`config.mk`:
```
export PLATFORM = sky130hd
export DESIGN_NAME = uart_tx_arbiter
export DESIGN_NICKNAME = d
export VERILOG_FILES = /design/src/rtl/uart_tx_arbiter.sv
export SDC_FILE = /design/constraint.sdc
export NUM_CORES = 1
export LEC_CHECK = 0
export CORE_UTILIZATION = 45
export CTS_CLUSTER_SIZE = 14
export DETAILED_ROUTE_END_ITERATION = 8
export PLACE_DENSITY_LB_ADDON = 0.08
export SLEW_MARGIN = 20
export SYNTH_ARGS = -nofsm -noshare
export SYNTH_HDL_FRONTEND = slang
export SYNTH_SLANG_ARGS = --single-unit
```
`constraint.sdc`:
```
create_clock -name i_clk -period 4.4 [get_ports i_clk]
set_clock_uncertainty 0.15 [all_clocks]
set_input_delay 1.32 -clock i_clk [delete_from_list [all_inputs] [get_ports i_clk]]
set_output_delay 1.32 -clock i_clk [all_outputs]
set_load 0.02 [all_outputs]
```
`src/rtl/uart_tx_arbiter.sv`:
```
// Round-robin arbiter feeding a single UART transmitter. A requester that sends a
// non-last byte keeps ownership until its message ends or the owner times out.
module uart_tx_arbiter #(
  parameter int          N_REQ        = 4,
  parameter logic [15:0] TIMEOUT_CLKS = 16'hFFFF
) (
  input  logic               i_clk,
  input  logic               i_rst,
  input  logic [N_REQ-1:0]   i_req_valid,
  input  logic [8*N_REQ-1:0] i_req_data,
  input  logic [N_REQ-1:0]   i_req_last,
  output logic [N_REQ-1:0]   o_req_ready,
  output logic [N_REQ-1:0]   o_grant,
  output logic [7:0]         o_tx_data,
  output logic               o_tx_en,
  input  logic               i_tx_busy,
  input  logic               i_tx_done,
  output logic               o_err,
  output logic [1:0]         dbg_state
);

  localparam int IW = $clog2(N_REQ);
  localparam logic [15:0] TERM = TIMEOUT_CLKS - 16'd1;

  typedef enum logic [1:0] {
    ST_IDLE      = 2'd0,
    ST_SEND      = 2'd1,
    ST_WAIT_DONE = 2'd2,
    ST_HOLD      = 2'd3
  } state_t;

  state_t        state;
  logic          lock;
  logic [IW-1:0] ptr;
  logic [IW-1:0] owner;
  logic [15:0]   cnt;

  logic [IW-1:0] win_idx;
  logic          win_found;
  logic [IW-1:0] acc_idx;
  logic          accept;
  logic [IW-1:0] next_ptr;
  logic [15:0]   cnt_inc;
  logic          terminal;

  // Handshake: a byte moves on a clock edge where i_req_valid[k] & o_req_ready[k];
  // ready never depends on anything but the current state, busy and valids.

  function automatic logic [IW-1:0] rr_idx(input logic [IW-1:0] base, input int off);
    int s;
    s = int'(base) + off;
    if (s >= N_REQ) s = s - N_REQ;
    return IW'(s);
  endfunction

  always_comb begin
    win_found = 1'b0;
    win_idx   = '0;
    for (int i = 0; i < N_REQ; i++) begin
      if (!win_found && i_req_valid[rr_idx(ptr, i)]) begin
        win_found = 1'b1;
        win_idx   = rr_idx(ptr, i);
      end
    end
  end

  always_comb begin
    o_req_ready = '0;
    if (!i_rst && !i_tx_busy) begin
      case (state)
        ST_IDLE: if (win_found) o_req_ready[win_idx] = 1'b1;
        ST_HOLD: if (i_req_valid[owner]) o_req_ready[owner] = 1'b1;
        default: ;
      endcase
    end
  end

  assign accept    = |(i_req_valid & o_req_ready);
  assign acc_idx   = (state == ST_HOLD) ? owner : win_idx;
  assign next_ptr  = (owner == IW'(N_REQ - 1)) ? '0 : owner + 1'b1;
  assign cnt_inc   = cnt + 16'd1;
  assign terminal  = (cnt_inc == TERM);
  assign dbg_state = state;

  always_ff @(posedge i_clk or posedge i_rst) begin
    if (i_rst) begin
      state     <= ST_IDLE;
      o_tx_en   <= 1'b0;
      o_tx_data <= 8'h00;
      o_grant   <= '0;
      o_err     <= 1'b0;
      lock      <= 1'b0;
      ptr       <= '0;
      owner     <= '0;
      cnt       <= '0;
    end else begin
      o_err <= 1'b0;
      case (state)
        ST_IDLE, ST_HOLD: begin
          if (accept) begin
            o_tx_data <= i_req_data[8*acc_idx +: 8];
            o_tx_en   <= 1'b1;
            o_grant   <= N_REQ'(1) << acc_idx;
            owner     <= acc_idx;
            lock      <= ~i_req_last[acc_idx];
            state     <= ST_SEND;
          end else if (state == ST_HOLD) begin
            if (terminal) begin
              o_err   <= 1'b1;
              o_grant <= '0;
              lock    <= 1'b0;
              ptr     <= next_ptr;
              cnt     <= '0;
              state   <= ST_IDLE;
            end else begin
              cnt <= cnt_inc;
            end
          end
        end
        ST_SEND: begin
          o_tx_en <= 1'b0;
          cnt     <= '0;
          state   <= ST_WAIT_DONE;
        end
        ST_WAIT_DONE: begin
          // A done pulse on the terminal count wins over the timeout.
          if (i_tx_done) begin
            cnt <= '0;
            if (lock) begin
              state <= ST_HOLD;
            end else begin
              o_grant <= '0;
              ptr     <= next_ptr;
              state   <= ST_IDLE;
            end
          end else if (terminal) begin
            o_err   <= 1'b1;
            o_grant <= '0;
            lock    <= 1'b0;
            ptr     <= next_ptr;
            cnt     <= '0;
            state   <= ST_IDLE;
          end else begin
            cnt <= cnt_inc;
          end
        end
        default: state <= ST_IDLE;
      endcase
    end
  end

endmodule

```
Yosys cells after proc, flatten, opt, wreduce, memory -nomap -nowiden
Index checks and enable logic that the tools add are counted.
Storage, ports and cells
  bits in registers: 37
  input port bits: 44
  word-level logic and storage cells: 137
  output and inout port bits: 20
Operators by class
  add/sub/neg operators: 9
  mux-type cells: 69
  $lt $le $gt $ge: 13
  reductions and logical operators: 22
  bitwise operators: 2
  eq/ne operators: 11
  shift operators: 2
Operators with widths (number)
  2-to-1 mux 16 bit: 4
  one-hot mux 16 bit (3 select lines): 1
  2-to-1 mux 2 bit: 20
  2-to-1 mux 4 bit: 8
  indexed part select 32 x 6 -> 8 bit: 1
  less-than comparator 2 x 3 -> 1 bit, second input constant: 7
  2-to-1 mux 1 bit: 21
  adder 16 x 1 -> 16 bit, second input constant: 1
  equality test 16 bit, second input constant: 1
  one-hot mux 4 bit (2 select lines): 2
  binary-select mux 1 bit (select 2 bit): 6
  >= comparator 3 bit, second input constant: 3
  inequality test 2 bit, second input constant: 4
  subtractor 2 x 1 -> 2 bit, second input constant: 4
  adder 2 x 2 -> 3 bit, second input constant: 2
  equality test 2 bit, second input constant: 3
  logical AND 1 bit: 6
  inequality test 3 bit, second input constant: 2
  one-hot mux 1 bit (2 select lines): 3
  one-hot mux 2 bit (3 select lines): 1
  AND reduction 2 bit: 3
  AND reduction 3 bit: 2
  logical NOT 1 bit: 5
  AND 4 bit: 1
  other kinds (14): 17

Longest topological paths before layout
Gate-level depths: netlist of the first run.
  word-level depth: 25
  depth in mapped cells: 11
  mapped depth without buffers: 9

Least setup slack after synthesis of the first run
OpenSTA, ideal clock, no wires.
  kind: in2out
  start point: input i_req_valid[3]
  end point: output o_req_ready[0]
  setup slack: 0.664 ns
  data required time: 2.930 ns
  buffers on the path: 0
  cell stages on the path: 4
  data arrival time: 2.266 ns
  path through: mux4_2 -> and2_1 -> a22oi_1 -> nor2_1
Between the ends
  longest elaborated chain between the ends: 19
  elaborated cells on any way between the ends: 33
  classes of those cells: order compare (2); mux (24); reduce/logical (7)
Ends and longest elaborated chain
  start: declaration: RTL line 9  | input logic [N_REQ-1:0] i_req_valid,
  binary-select mux 1 bit (select 2 bit): RTL line 60  | if (!win_found && i_req_valid[rr_idx(ptr, i)]) begin
  2-to-1 mux 1 bit (implied by the code): RTL line 60
  2-to-1 mux 1 bit: RTL line 60
  logical NOT 1 bit: RTL line 60
  logical AND 1 bit: RTL line 60
  2-to-1 mux 1 bit: RTL line 60
  logical NOT 1 bit: RTL line 60
  logical AND 1 bit: RTL line 60
  [3 not listed]
  2-to-1 mux 2 bit: RTL line 60
  less-than comparator 2 x 3 -> 1 bit (implied by the code) or >= comparator 2 x 1 -> 1 bit (tied branches): RTL line 71  | ST_IDLE: if (win_found) o_req_ready[win_idx] = 1'b1;
  logical AND 1 bit (implied by the code): RTL line 71
  2-to-1 mux 1 bit (implied by the code): RTL line 71
  demux 1 bit (select 2 bit): RTL line 71
  2-to-1 mux 4 bit: RTL line 71
  one-hot mux 4 bit (2 select lines) (*): RTL line 70  | case (state)
  2-to-1 mux 4 bit (*): RTL line 69  | if (!i_rst && !i_tx_busy) begin
  end: declaration: RTL line 12  | output logic [N_REQ-1:0] o_req_ready,
Every way passes the cells marked *; elsewhere a longest branch is shown, timed or not. The select of a mux whose other input is x is not followed.

Worst setup path in the final report of the first run
  start point: input i_req_valid[1]
  end point: output o_req_ready[2]
The elaborated chain is that of the path after synthesis.

==> metrics.txt, run 1 <==
outcome completed; maxcap violations 0; Leakage 1.51 nW; antenna violations before repair 0; post-detailed-routing wire length 6.61 mm; footprint of the multi-input gates 0.00175 sq mm; DR vias 2523; Post-CTS Setup Bufs 0; nets@finish 425; TritonCTS clock tree built; Cell Area, Placed 0.00350 sq mm; Area Growth Syn to Fin 28.1%; PnR worst setup slack 0.0597 ns; Resize count post-CTS 9; vias in the first global route 2324; Setup Viol. Count Final 0; register area share after synthesis 0.328; first-pass GRT wire length 11.0 mm; Sequential Area 926 sq um; DRC 0; cts bufs inserted 5; clock tree buffer depth 2; Final Hold Slack 0.357 ns; commonest non-fill, non-tap cell in the layout clkdlybuf4s50_1; Synth cell types 57; final worst-path cycle share 0.986; Syn Inst Count 312; count of pins over their slew limit 0; fmax 230 MHz; average size of a mapped cell 9.05 sq um; GR Util All Layers 0.217; Syn Std Cell Area 0.00282 sq mm; core area 0.00599 sq mm; Port Buffer Count 63; #FFs+latches synth 37; pwr/cell area 598 mW/mm^2; WP data required 2.93 ns; Initial Util 0.471; Worst Path Max Fanout 6; Yosys warnings 0; DR top layer met4; detailed placer's ending HPWL 4.97 mm; Avg Vias per Cell 5.64; share of cells above drive strength 1 0.118; gpl congestion 0.870; Sink Count 37; Place WS -0.476 ns; most frequent cells in the layout clkdlybuf4s50_1 (55), dfrtp_1 (37), nand2_1 (30), mux2i_1 (30), nor2_1 (26); CP Launch Type input pin; pin count of the biggest net entering global routing 38; syn nets 366; I/O Pins 64; Hold Vio Cnt, Final 0; Rel. slew slack 0.454; Setup crit end kind output port; wire per inst 14.8 microns; Antenna Nets Post-Route 0; TNS Setup 0 ns; Die H 81.2 microns; Initial DRC Count 121; post-route minimum period 4.34 ns; die area 0.00660 sq mm; top_reg_cell synth dfrtp_1; clock slew at reported path FFs 0.08 ns; total power 2.16 mW; Post-synth ARST share 1.00; wire length on met2 3.01 mm; CP Class input pin to output port; arrival time worst endpoint 2.87 ns; WL met1 3.10 mm; Clk Latency, worst-skew pair 0.29 ns; Final Cell Area 0.00362 sq mm; TritonRoute pass-1 iters 4; # fillers 545; H-tree levels 2; Max IR drop VDD 277 uV; DR WL met3 431 microns; CTS Root Cell clkbuf_8; # rows 28; HP Class register to register; die width 81.2 microns; Hold Buf Count CTS 0; # diodes 0; Post-synth EDFFs 0; GRT Residual Overflow 0; RSZ-0062 raised after global routing false; Worst Tran Pin Value 0.813 ns
==> synth_stat cells, types with 5 or more instances <==
library cell | n | area share
dfrtp_1 | 37 | 0.33
mux2i_1 | 30 | 0.11
nand2_1 | 30 | 0.040
nor2_1 | 26 | 0.035
o21ai_0 | 16 | 0.028
inv_1 | 13 | 0.017
a21oi_1 | 10 | 0.018
ha_1 | 10 | 0.044
mux2_2 | 10 | 0.040
a22o_1 | 9 | 0.028
nand3_1 | 9 | 0.016
nor3_1 | 9 | 0.016
clkbuf_1 | 8 | 0.011
buf_2 | 6 | 0.011
nand2b_1 | 6 | 0.013
buf_4 | 5 | 0.013
o31ai_1 | 5 | 0.013
==> cells by family (layout without fill, tap and decap cells) <==
logic type	Yosys count	count (layout)	synth area share
AND/OR/NAND/NOR	110	110	0.198
adder cells (fa/ha/maj)	10	10	0.0443
buffers and inverters	34	94	0.0611
XOR/XNOR	4	4	0.0124
AO/OA/AOI/OAI	74	74	0.194
flip-flops	37	37	0.328
multiplexers	43	43	0.162
==> routing by layer <==
metal,GRT usage,up-vias
met4,0.0536,0
met1,0.295,1176
met3,0.0517,7
li1,-,1266
met5,0,-
met2,0.343,74
==> metrics by stage <==
step | utilization | std cells
after floorplan | - | 312
after global placement | 0.585 | 439
after detailed placement | 0.585 | 439
after global routing | 0.604 | 447
final | 0.604 | 447
after CTS | 0.604 | 447
==> cell type report <==
type,count,area share
Clock buffer,6,0.0228
Clock inverter,2,0.0104
Inverter,13,0.0135
Multi-Input combinational cell,241,0.482
Sequential cell,37,0.256
Tap cell,75,0.0259
Timing Repair Buffer,73,0.189
==> flip-flops by register name (all words and copies together) (netlist names) <==
register / count
o_tx_en: 1
o_tx_data: 8
o_err: 1
ptr: 2
o_grant: 4
cnt: 16
lock: 1
owner: 2
dbg_state: 2
==> worst paths after layout <==
kind,from,endpoint,slack [ns],cells after the start
worst max-delay path,i_req_valid[1],o_req_ready[2],0.06,6
worst min-delay path,o_grant[1]$_DFFE_PP0P_,o_grant[1]$_DFFE_PP0P_,0.36,1
worst max register to register,cnt[1]$_DFFE_PP0P_,ptr[0]$_DFFE_PP0P_,1.05,8
worst min register to register,o_grant[1]$_DFFE_PP0P_,o_grant[1]$_DFFE_PP0P_,0.36,1
max in group asynchronous,i_rst,ptr[1]$_DFFE_PP0P_,2.44,3
min in group asynchronous,i_rst,o_tx_data[7]$_DFFE_PP0P_,1.32,3
==> critical path, stage by stage <==
cell           delay (ns)
dlygate4sd2_1        0.32
mux4_2               0.49
and2_1               0.21
a21oi_1              0.16
nor2_1               0.05
dlygate4sd2_1        0.32
==> where the power goes <==
part / internal (mW) / leakage, nW / total [mW] / switching (mW)
clock network: 0.184 / 0.0574 / 0.312 / 0.128
registers: 0.470 / 0.461 / 0.633 / 0.163
logic: 0.569 / 0.988 / 1.22 / 0.650
Note: power is estimated with default switching activity, not from simulation.
==> run 2, diff against run 1 <==
--- a/config.mk
+++ b/config.mk
@@ -7,5 +7,5 @@
 export LEC_CHECK = 0
 export CORE_UTILIZATION = 45
-export CTS_CLUSTER_SIZE = 14
+export CTS_CLUSTER_SIZE = 40
 export DETAILED_ROUTE_END_ITERATION = 8
 export PLACE_DENSITY_LB_ADDON = 0.08
--- a/constraint.sdc
+++ b/constraint.sdc
@@ -3,3 +3,3 @@
 set_input_delay 1.32 -clock i_clk [delete_from_list [all_inputs] [get_ports i_clk]]
 set_output_delay 1.32 -clock i_clk [all_outputs]
-set_load 0.02 [all_outputs]
+set_load 0.05 [all_outputs]
==> metrics.txt, run 2 (same netlist as run 1, synthesis figures left out) <==
first-pass GRT wire length 10.9 mm (was 11.0 mm); Place WS -0.0576 ns (was -0.476 ns); pin count of the biggest net entering global routing 24 (was 38); Port Buffer Count 63 (unchanged); share of cells above drive strength 1 0.113 (was 0.118); TritonCTS clock tree built (unchanged); final worst-path cycle share 0.964 (was 0.986); post-detailed-routing wire length 6.63 mm (was 6.61 mm); WP data required 2.93 ns (about the same); Worst Path Max Fanout 6 (unchanged); clock slew at reported path FFs 0.08 ns (about the same); HP Class register to register (unchanged); Setup Viol. Count Final 0 (unchanged); Area Growth Syn to Fin 27.8% (was 28.1%); gpl congestion 0.867 (was 0.870); Hold Vio Cnt, Final 0 (unchanged); Final Hold Slack 0.355 ns (was 0.357 ns); Leakage 1.50 nW (was 1.51 nW); clock tree buffer depth 2 (unchanged); CP Launch Type input pin (unchanged); DRC 0 (unchanged); Max IR drop VDD 350 uV (was 277 uV); die area 0.00660 sq mm (unchanged); cts bufs inserted 5 (unchanged); RSZ-0062 raised after global routing false (unchanged); pwr/cell area 626 mW/mm^2 (was 598 mW/mm^2); max reg flops 16 (unchanged); detailed placer's ending HPWL 4.96 mm (was 4.97 mm); I/O Pins 64 (unchanged); Avg Vias per Cell 5.71 (was 5.64); commonest non-fill, non-tap cell in the layout clkdlybuf4s50_1 (unchanged); Clk Latency, worst-skew pair 0.29 ns (about the same); core area 0.00599 sq mm (unchanged); Top Registers cnt x16, o_tx_data x8, o_grant x4 (unchanged); outcome completed (unchanged); Post-Route Utilization 0.603 (was 0.604); GR Util All Layers 0.215 (was 0.217); Initial DRC Count 163 (was 121); Largest Register cnt (unchanged); wire per inst 14.9 microns (was 14.8 microns); CTS Root Cell clkbuf_8 (unchanged); # rows 28 (unchanged); die width 81.2 microns (unchanged); vias in the first global route 2269 (was 2324); fmax 236 MHz (was 230 MHz); TritonRoute pass-1 iters 4 (unchanged); Die H 81.2 microns (unchanged); post-route minimum period 4.24 ns (was 4.34 ns); maxcap violations 0 (unchanged); arrival time worst endpoint 2.77 ns (was 2.87 ns); Rel. slew slack 0.448 (was 0.454); GRT Residual Overflow 0 (unchanged); antenna violations before repair 0 (unchanged); most frequent cells in the layout clkdlybuf4s50_1 (55), dfrtp_1 (37), nand2_1 (30), mux2i_1 (30), nor2_1 (26) (unchanged); Cell Area, Placed 0.00352 sq mm (was 0.00350 sq mm); Initial Util 0.471 (unchanged); Worst Tran Pin Value 0.822 ns (was 0.813 ns); Post-CTS Setup Bufs 0 (unchanged); CP Class input pin to output port (unchanged); Sink Count 37 (unchanged); nets@finish 425 (unchanged); Setup crit end kind output port (unchanged); Final Cell Area 0.00361 sq mm (was 0.00362 sq mm); # diodes 0 (unchanged); Antenna Nets Post-Route 0 (unchanged); DR vias 2546 (was 2523); H-tree levels 2 (unchanged); count of pins over their slew limit 0 (unchanged); PnR worst setup slack 0.159 ns (was 0.0597 ns)
run 2: cell count changes in the layout (fill, tap and decap cells not counted):
| cell | change |
|---|---|
| bufinv_16 | -1 |
| nor4_1 | +1 |
| a21oi_2 | -1 |
| dlygate4sd2_1 | -1 |
| buf_12 | +2 |
| clkbuf_2 | -3 |
| nor4_2 | -1 |
| a21oi_1 | +1 |
| buf_4 | +2 |
run 2: worst paths after layout:
check	start	cells after the start	slack [ns]	to
hold reg to reg	o_tx_en$_DFFE_PP0P_	1	0.36	o_tx_en$_DFFE_PP0P_
min in group asynchronous	i_rst	2	1.28	o_grant[1]$_DFFE_PP0P_
setup reg to reg	cnt[0]$_DFFE_PP0P_	8	1.02	ptr[0]$_DFFE_PP0P_
hold / removal	o_tx_en$_DFFE_PP0P_	1	0.36	o_tx_en$_DFFE_PP0P_
setup / recovery	i_req_valid[3]	6	0.16	o_req_ready[0]
max in group asynchronous	i_rst	3	2.09	ptr[0]$_DFFE_PP0P_
run 2: power by group:
group	internal, mW	leakage, nW	switching [mW]	total, mW
Clock	0.124	0.0433	0.122	0.245
Combinational	0.567	0.993	0.813	1.38
Sequential	0.470	0.461	0.163	0.633
Total	1.16	1.50	1.10	2.26
run 2: layer usage:
| metal | routed length, microns | share of wire | global-route usage | vias up |
|---|---|---|---|---|
| li1 | - | - | - | 1262 |
| met2 | 2980 | 0.45 | 0.324 | 79 |
| met4 | 108 | 0.016 | 0.0625 | 0 |
| met3 | 384 | 0.058 | 0.0551 | 11 |
| met5 | 0 | 0 | 0 | - |
| met1 | 3160 | 0.48 | 0.303 | 1194 |
run 2: repair_timing:
| action | in CTS | in global routing |
|---|---|---|
| setup endpoints to repair | 4 | 0 |
| gates resized for setup | 5 | 0 |
| hold buffers | 0 | 0 |
run 2: critical path, cell delays in order:
cell and delay (ns):
dlygate4sd2_1 0.29, mux4_2 0.50, and2_1 0.21, a22oi_1 0.20, nor2_1 0.09, buf_12 0.16
run 2: stage by stage:
step	total power, mW	instances	setup TNS [ns]
after floorplan	1.66	312	0
after global placement	2.00	439	-0.0797
after detailed placement	2.01	439	-0.173
after CTS	2.27	446	0
after global routing	2.43	446	0
final	2.26	446	0
run 2: final cells by class:
class | instances | area [sq um]
clock buffer | 6 | 82.6
fill | 548 | 2380
inverter | 13 | 48.8
multi-input combinational | 241 | 1740
tap | 75 | 93.8
clock inverter | 1 | 7.51
timing repair buffer | 73 | 716
sequential | 37 | 926
